--- config.mk ---
export PLATFORM = sky130hd
export DESIGN_NAME = seq_sub16
export DESIGN_NICKNAME = d
export VERILOG_FILES = /design/src/rtl/seq_sub_pkg.sv /design/src/rtl/cla4_slice.sv /design/src/rtl/seq_sub16.sv
export SDC_FILE = /design/constraint.sdc
export NUM_CORES = 1
export LEC_CHECK = 0
export ABC_CLOCK_PERIOD_IN_PS = 3200
export BUFFER_PORTS_ARGS = -buffer_cell sky130_fd_sc_hd__buf_2
export CAP_MARGIN = 20
export CELL_PAD_IN_SITES_DETAIL_PLACEMENT = 0
export CELL_PAD_IN_SITES_GLOBAL_PLACEMENT = 2
export CORE_MARGIN = 3
export CORE_UTILIZATION = 32
export CTS_BUF_LIST = sky130_fd_sc_hd__clkbuf_4 sky130_fd_sc_hd__clkbuf_8
export CTS_CLUSTER_DIAMETER = 200
export DETAILED_ROUTE_END_ITERATION = 6
export GPL_TIMING_DRIVEN = 0
export PLACE_DENSITY = 0.91
export RECOVER_POWER = 25
export SLEW_MARGIN = 5
export SYNTH_ARGS = -nofsm -noshare
export SYNTH_HDL_FRONTEND = slang
export SYNTH_HIERARCHICAL = 1
export SYNTH_SLANG_ARGS = --single-unit
--- constraint.sdc ---
create_clock -name clk -period 3.2 [get_ports clk]
set_clock_uncertainty 0.1 [all_clocks]
set_input_delay 0.64 -clock clk [delete_from_list [all_inputs] [get_ports clk]]
set_output_delay 0.64 -clock clk [all_outputs]
set_load 0.01 [all_outputs]
--- src/rtl/seq_sub_pkg.sv ---
// Shared types and constants for the nibble-serial subtractor.
package seq_sub_pkg;

    localparam int unsigned NIB_W = 4;

    typedef enum logic [1:0] {
        IDLE = 2'd0,
        CALC = 2'd1,
        DONE = 2'd2
    } state_t;

endpackage

--- src/rtl/cla4_slice.sv ---
// 4-bit carry-look-ahead adder slice: s = a + b + cin, purely combinational.
module cla4_slice
    import seq_sub_pkg::*;
(
    input  logic [NIB_W-1:0] a,
    input  logic [NIB_W-1:0] b,
    input  logic             cin,
    output logic [NIB_W-1:0] s,
    output logic             cout
);

    logic [NIB_W-1:0] g;
    logic [NIB_W-1:0] p;
    logic [NIB_W:0]   c;

    assign g = a & b;
    assign p = a ^ b;

    // Every carry expanded directly from generate/propagate terms.
    assign c[0] = cin;
    assign c[1] = g[0] | (p[0] & cin);
    assign c[2] = g[1] | (p[1] & g[0]) | (p[1] & p[0] & cin);
    assign c[3] = g[2] | (p[2] & g[1]) | (p[2] & p[1] & g[0])
                | (p[2] & p[1] & p[0] & cin);
    assign c[4] = g[3] | (p[3] & g[2]) | (p[3] & p[2] & g[1])
                | (p[3] & p[2] & p[1] & g[0]) | (p[3] & p[2] & p[1] & p[0] & cin);

    assign s    = p ^ c[NIB_W-1:0];
    assign cout = c[NIB_W];

endmodule

--- src/rtl/seq_sub16.sv ---
// Nibble-serial subtractor: diff = a - b, one 4-bit CLA slice per cycle, valid/ready on both sides.
module seq_sub16
    import seq_sub_pkg::*;
#(
    parameter int unsigned WIDTH = 16
) (
    input  logic             clk,
    input  logic             rst,
    input  logic             in_valid,
    output logic             in_ready,
    input  logic [WIDTH-1:0] a,
    input  logic [WIDTH-1:0] b,
    output logic             out_valid,
    input  logic             out_ready,
    output logic [WIDTH-1:0] diff,
    output logic             borrow,
    output logic             ovf,
    output logic             zero
);

    localparam int unsigned NIBS  = WIDTH / NIB_W;
    localparam int unsigned CNT_W = (NIBS > 1) ? $clog2(NIBS) : 1;
    localparam logic [CNT_W-1:0] LAST_NIB = CNT_W'(NIBS - 1);

    state_t           state_q, state_d;
    logic [CNT_W-1:0] cnt_q, cnt_d;
    logic             carry_q, carry_d;
    logic [WIDTH-1:0] a_q, a_d;
    logic [WIDTH-1:0] b_q, b_d;
    logic [WIDTH-1:0] diff_q, diff_d;
    logic             borrow_q, borrow_d;
    logic             ovf_q, ovf_d;
    logic             zero_q, zero_d;
    logic             in_ready_q, in_ready_d;
    logic             out_valid_q, out_valid_d;

    logic [NIB_W-1:0] nib_b_inv;
    logic             nib_cin;
    logic [NIB_W-1:0] nib_s;
    logic             nib_cout;
    logic [WIDTH-1:0] diff_shift;

    // Operand registers shift right, so the low nibble is always the one in flight.
    assign nib_b_inv = ~b_q[NIB_W-1:0];
    assign nib_cin   = (cnt_q == '0) ? 1'b1 : carry_q;

    cla4_slice u_cla (
        .a    (a_q[NIB_W-1:0]),
        .b    (nib_b_inv),
        .cin  (nib_cin),
        .s    (nib_s),
        .cout (nib_cout)
    );

    assign diff_shift = (diff_q >> NIB_W) | (WIDTH'(nib_s) << (WIDTH - NIB_W));

    // Next-state and datapath update.
    always_comb begin
        state_d  = state_q;
        cnt_d    = cnt_q;
        carry_d  = carry_q;
        a_d      = a_q;
        b_d      = b_q;
        diff_d   = diff_q;
        borrow_d = borrow_q;
        ovf_d    = ovf_q;
        zero_d   = zero_q;

        case (state_q)
            IDLE: begin
                if (in_valid) begin
                    a_d     = a;
                    b_d     = b;
                    cnt_d   = '0;
                    carry_d = 1'b0;
                    state_d = CALC;
                end
            end
            CALC: begin
                a_d     = a_q >> NIB_W;
                b_d     = b_q >> NIB_W;
                diff_d  = diff_shift;
                carry_d = nib_cout;
                cnt_d   = cnt_q + CNT_W'(1);
                if (cnt_q == LAST_NIB) begin
                    // Last nibble: a_q/b_q low nibbles now hold the original MSBs.
                    borrow_d = ~nib_cout;
                    ovf_d    = (a_q[NIB_W-1] ^ b_q[NIB_W-1]) & (nib_s[NIB_W-1] ^ a_q[NIB_W-1]);
                    zero_d   = (diff_shift == '0);
                    state_d  = DONE;
                end
            end
            DONE: begin
                if (out_ready) begin
                    state_d = IDLE;
                end
            end
            default: state_d = IDLE;
        endcase

        in_ready_d  = (state_d == IDLE);
        out_valid_d = (state_d == DONE);
    end

    always_ff @(posedge clk) begin
        if (rst) begin
            state_q     <= IDLE;
            cnt_q       <= '0;
            carry_q     <= 1'b0;
            a_q         <= '0;
            b_q         <= '0;
            diff_q      <= '0;
            borrow_q    <= 1'b0;
            ovf_q       <= 1'b0;
            zero_q      <= 1'b0;
            in_ready_q  <= 1'b1;
            out_valid_q <= 1'b0;
        end else begin
            state_q     <= state_d;
            cnt_q       <= cnt_d;
            carry_q     <= carry_d;
            a_q         <= a_d;
            b_q         <= b_d;
            diff_q      <= diff_d;
            borrow_q    <= borrow_d;
            ovf_q       <= ovf_d;
            zero_q      <= zero_d;
            in_ready_q  <= in_ready_d;
            out_valid_q <= out_valid_d;
        end
    end

    assign in_ready  = in_ready_q;
    assign out_valid = out_valid_q;
    assign diff      = diff_q;
    assign borrow    = borrow_q;
    assign ovf       = ovf_q;
    assign zero      = zero_q;

endmodule

# == Word-level counts from Yosys, hierarchy flattened ==
# Index checks and enable logic that the tools add are counted.
# op_classes
n_addsub,1
eq_ne,5
n_mux,13
n_bitwise,35
n_reduce_logical,7
# ops
operator,count
case mux 16 bit (2 select lines),2
two-way mux 16 bit,2
bitwise AND 1 bit,17
logical NOT 16 bit,1
OR 12 x 16 -> 16 bit,1
OR 1 bit,10
two-way mux 2 bit,4
XOR 4 bit,2
equality test 2 bit (second input constant),3
logical NOT 2 bit,3
case mux 2 bit (3 select lines),1
bitwise AND 4 bit,1
NOT 4 bit,1
case mux 2 bit (2 select lines),1
AND reduction 2 bit,2
adder 2 x 1 -> 2 bit (second input constant),1
equality test 2 x 1 -> 1 bit (second input constant),1
two-way mux 1 bit,2
inequality test 2 bit (second input constant),1
case mux 1 bit (2 select lines),1
nonzero test 2 bit,1
XOR 1 bit,2
NOT 1 bit,1
# totals
regBits,58
out_inout_bits,21

# == Longest topological paths before layout ==
# logic_depth
depth_word,9
mapped_depth,9
depth_no_buf,9

# == Cells and area by module ==
# The synthesis kept the hierarchy.
# by_module_without_submodules
mod,n_inst,cells_each,area_each_um2,seq_area_each_um2
seq_sub16,1,282,2289.7,1161.1
cla4_slice,1,17,147.6,0.0

# == Worst setup path after synthesis ==
# No wires, ideal clock.
# synth_path
kind,register to register
from,register cnt_q[0]
to,"register zero_q, in the netlist zero"
setup_time_ns,0.069
arrival_time_ns,2.135
slack_ns,0.896
stages_incl_launch_ff,10
path_buffers,0
period_less_slack_ns,2.304
path_cell_list,dfxtp_1 > inv_1 > ha_1 > or2_2 > a21o_1 > a21oi_1 > xnor2_1 > or4_1 > or4_1 > o21ai_1
# synth_between
elab_chain_cells,7
elab_cells_between_ends,13
classes_between,1 x eq/ne; 1 x mux; 8 x bitwise; 3 x reduce/logical
# synth_lines
element,line_no,rtl
start: declaration,seq_sub16.sv:26,"logic [CNT_W-1:0] cnt_q, cnt_d;"
start signal: assignment,seq_sub16.sv:120,cnt_q <= cnt_d;
logical NOT 2 bit,seq_sub16.sv:45,assign nib_cin = (cnt_q == '0) ? 1'b1 : carry_q;
two-way mux 1 bit,seq_sub16.sv:45,
named net nib_cin,seq_sub16.sv:38,logic nib_cin;
bitwise AND 1 bit,cla4_slice.sv:22,assign c[2] = g[1] | (p[1] & g[0]) | (p[1] & p[0] & cin);
OR 1 bit,cla4_slice.sv:22,
XOR 4 bit,cla4_slice.sv:28,assign s = p ^ c[NIB_W-1:0];
named net nib_s[2],seq_sub16.sv:39,logic [NIB_W-1:0] nib_s;
OR 12 x 16 -> 16 bit,seq_sub16.sv:55,assign diff_shift = (diff_q >> NIB_W) | (WIDTH'(nib_s) << (WIDTH - NIB_W));
logical NOT 16 bit,seq_sub16.sv:89,zero_d = (diff_shift == '0);
end signal: assignment,seq_sub16.sv:127,zero_q <= zero_d;
end: declaration,seq_sub16.sv:33,"logic zero_q, zero_d;"
# The timed path passes the listed nets, and every way through them passes these cells.
# A chain may end at the register's enable or synchronous reset.

# == Worst setup path after layout ==
# Same ends and word-level chain as after synthesis.

==> flow_summary.yaml <==
route:
  dr.first_iter.drc_count: 116
  drc: 0
  viasPerCell: 4.78
  vias: 2243
  wl_per_cell_um: 13.4
  drt_wl_total_um: 6300
  drtPass1Iterations: 4
  ant_nets: 0
layout:
  area_growth_syn_to_layout_pct: 22.9
  fillerInstances: 769
  diodes: 0
  final_nets: 408
  drive_gt1_frac: 0.189
  design_area_mm2: 0.00300
yosys:
  synth_fp_nets: 342
  synth_cell_types: 31
  netlist_instances: 299
  yosysWarnings: 6
  yosysMostFrequentCell: "nand2_1"
  synth_edf_count: 0
  syn_avg_cell_area_um2: 8.15
  synthTopCellsByCount: "80 x nand2_1, 58 x dfxtp_1, 36 x nor2_1, 25 x a311oi_1, 21 x a21oi_1"
  ys_top_cells_by_area: "dfxtp_1 48%, nand2_1 12%, a311oi_1 9.0%, nor2_1 5.5%, a21oi_1 4.3%"
  synth_largest_area_cell: "dfxtp_1"
  synth_seq_cells: 58
  synth_area_mm2: 0.00244
  async_reset_ff_frac: 0
  synthFlopType: "dfxtp_1"
  ys_seq_area_frac: 0.476
  synth_top_area_frac: 0.476
clock_network:
  cts_tree: "yes"
  cts-resized-gates: 0
  clk_pin_slew_ps: 60
  clkLatencyLatePin_ps: 330
  cts_setup_buffers: 0
  cts_sinks: 58
  cts_root_buf: "clkbuf_8"
  numCtsBuffers: 9
  clock_tree.buffer_depth: 2
  cts.htree.levels: 3
  hold_buffers: 0
placement:
  dp_hpwl_um: 4640
  placed_area_mm2: 0.00284
  pre_cts_slack_ps: 750
  io_buffers: 55
  gp_congestion: 0.728
critical_path:
  crit_path_start_kind: "flop"
  required_ps: 3360
  crit_buf_inv: 1
  slowest_delay_ps: 400
  rr_startpoint: "cnt_q[0]"
  path_cells: "inv_1 -> ha_1 -> or2_2 -> a21o_1 -> a21oi_1 -> xnor2_1 -> or4_1 -> or4_1 -> o21ai_1"
  crit_fanout: 4
  slowest_stage: "or4_1"
  cp.arrival_ps: 2630
  cpMostUsedCell: "or4_1"
  crit_cells: 9
  rrSetupSlack_ps: 730
  r2r_end: "zero"
  rr_worst_depth: 9
  cp-end-kind: "flop"
  crit_type: "reg -> reg"
  cp_top_family: "simple AND/OR/NAND/NOR gates"
global_route:
  grt_max_degree: 11
  grt_pass1_vias: 2145
  grt-ovfl-total: 0
  grt_pass1_wl_um: 10200
  grt_usage: 0.151
  antenna_found_initial: 0
sta:
  setup_tns_ps: 0
  fmax_ghz: 0.405
  setup_violations: 0
  timing.slew.headroom: 0.286
  finalMaxSlewViolations: 0
  finalHoldViolCount: 0
  tightest_slew_ps: 1070
  timing.final.ws_setup_ps: 730
  rsz0062_at_grt: "no"
  fin_crit_sh: 0.772
  fin_crit_ps: 2470
floorplanning:
  core-area_mm2: 0.00733
  chipHeight_um: 93.3
  die-width_um: 93.3
  num_rows: 31
  initial_core_util: 0.332
  dieArea_mm2: 0.00870
  ioPinCount: 57
job:
  maxCapViolations: 0
hold_path:
  hold_path_end: "diff[3]"
  hold_path_depth: 2
  min_path_type: "reg -> reg"
  worst_hold_startpoint: "diff[3]"
power:
  ir_drop_mv: 0.237
  power.total_mw: 1.66
  p_leak_nw: 1.26
  power_per_cell_area_mw_per_mm2: 552
run_status:
  outcome: "finished clean"
-- how the worst max path moves through the flow --
stage / startpoint / to / slack (ps)
floorplan: cnt_q[0] / zero / 900
global placement: cnt_q[0] / zero / 760
detailed placement: cnt_q[0] / zero / 750
CTS: cnt_q[0] / zero / 720
global route: cnt_q[0] / zero / 580
finish: cnt_q[0] / zero / 730
-- cell families after synthesis --
family | after synthesis | synth area share
and+or+nand+nor | 131 | 0.220
adders and majority gates | 7 | 0.0390
buffers and inverters | 33 | 0.0554
DFF | 58 | 0.476
AOI/OAI and AO/OA | 67 | 0.198
xor gates and xnor gates | 3 | 0.0108
-- worst register-to-register path: cells and delay by family, from the launching register on --
family	cells	cell delay (ps)
xor+xnor	1	110
buf+inv	1	60
fa+ha+maj	1	190
compound gates	3	500
simple gates	3	1080
flops	1	370
-- power by group --
part           internal, mW  switching, mW  leakage (nW)
Clock                 0.324          0.275        0.0974
Combinational         0.105          0.151         0.685
Sequential            0.769         0.0308         0.476
Total                  1.20          0.457          1.26
-- sequential cells by signal, indices dropped and copies added, names as in the netlist --
signal,flops
in_ready,1
diff,16
state_q,2
cnt_q,2
a_q,16
borrow,1
carry_q,1
ovf,1
out_valid,1
b_q,16
zero,1
-- layer usage --
layer  share of wire  global-route usage
met4           0.011              0.0794
met2            0.47               0.238
met1            0.48               0.191
met5               0                   0
met3           0.041              0.0346
-- layout by cell type, fill, tap and decap left out, types with 4 or more instances in the layout --
| cell type | instances |
|---|---|
| a22oi_1 | 10 |
| dfxtp_1 | 58 |
| clkbuf_8 | 10 |
| nor2_1 | 36 |
| a311oi_1 | 25 |
| a21oi_1 | 21 |
| buf_2 | 52 |
| clkbuf_1 | 25 |
| ha_1 | 6 |
| nand2_1 | 80 |
| inv_1 | 10 |
| a21o_1 | 4 |
-- area by class of cell --
class,count,area (µm²),area share
Buffer,23,93.8,0.0313
Clock buffer,13,160,0.0534
Clock inverter,3,15.0,0.00501
Inverter,10,37.5,0.0125
Multi-Input combinational cell,208,1140,0.381
Sequential cell,58,1160,0.387
Tap cell,99,124,0.0413
Timing Repair Buffer,55,264,0.0881
-- through the flow --
step	cells	util	hold slack, ps
after global routing	469	0.409	384
after floorplan	299	-	355
after CTS	469	0.411	358
after global placement	453	0.387	342
final	469	0.409	354
after detailed placement	453	0.387	348
Power figures use the tool's default switching activity.
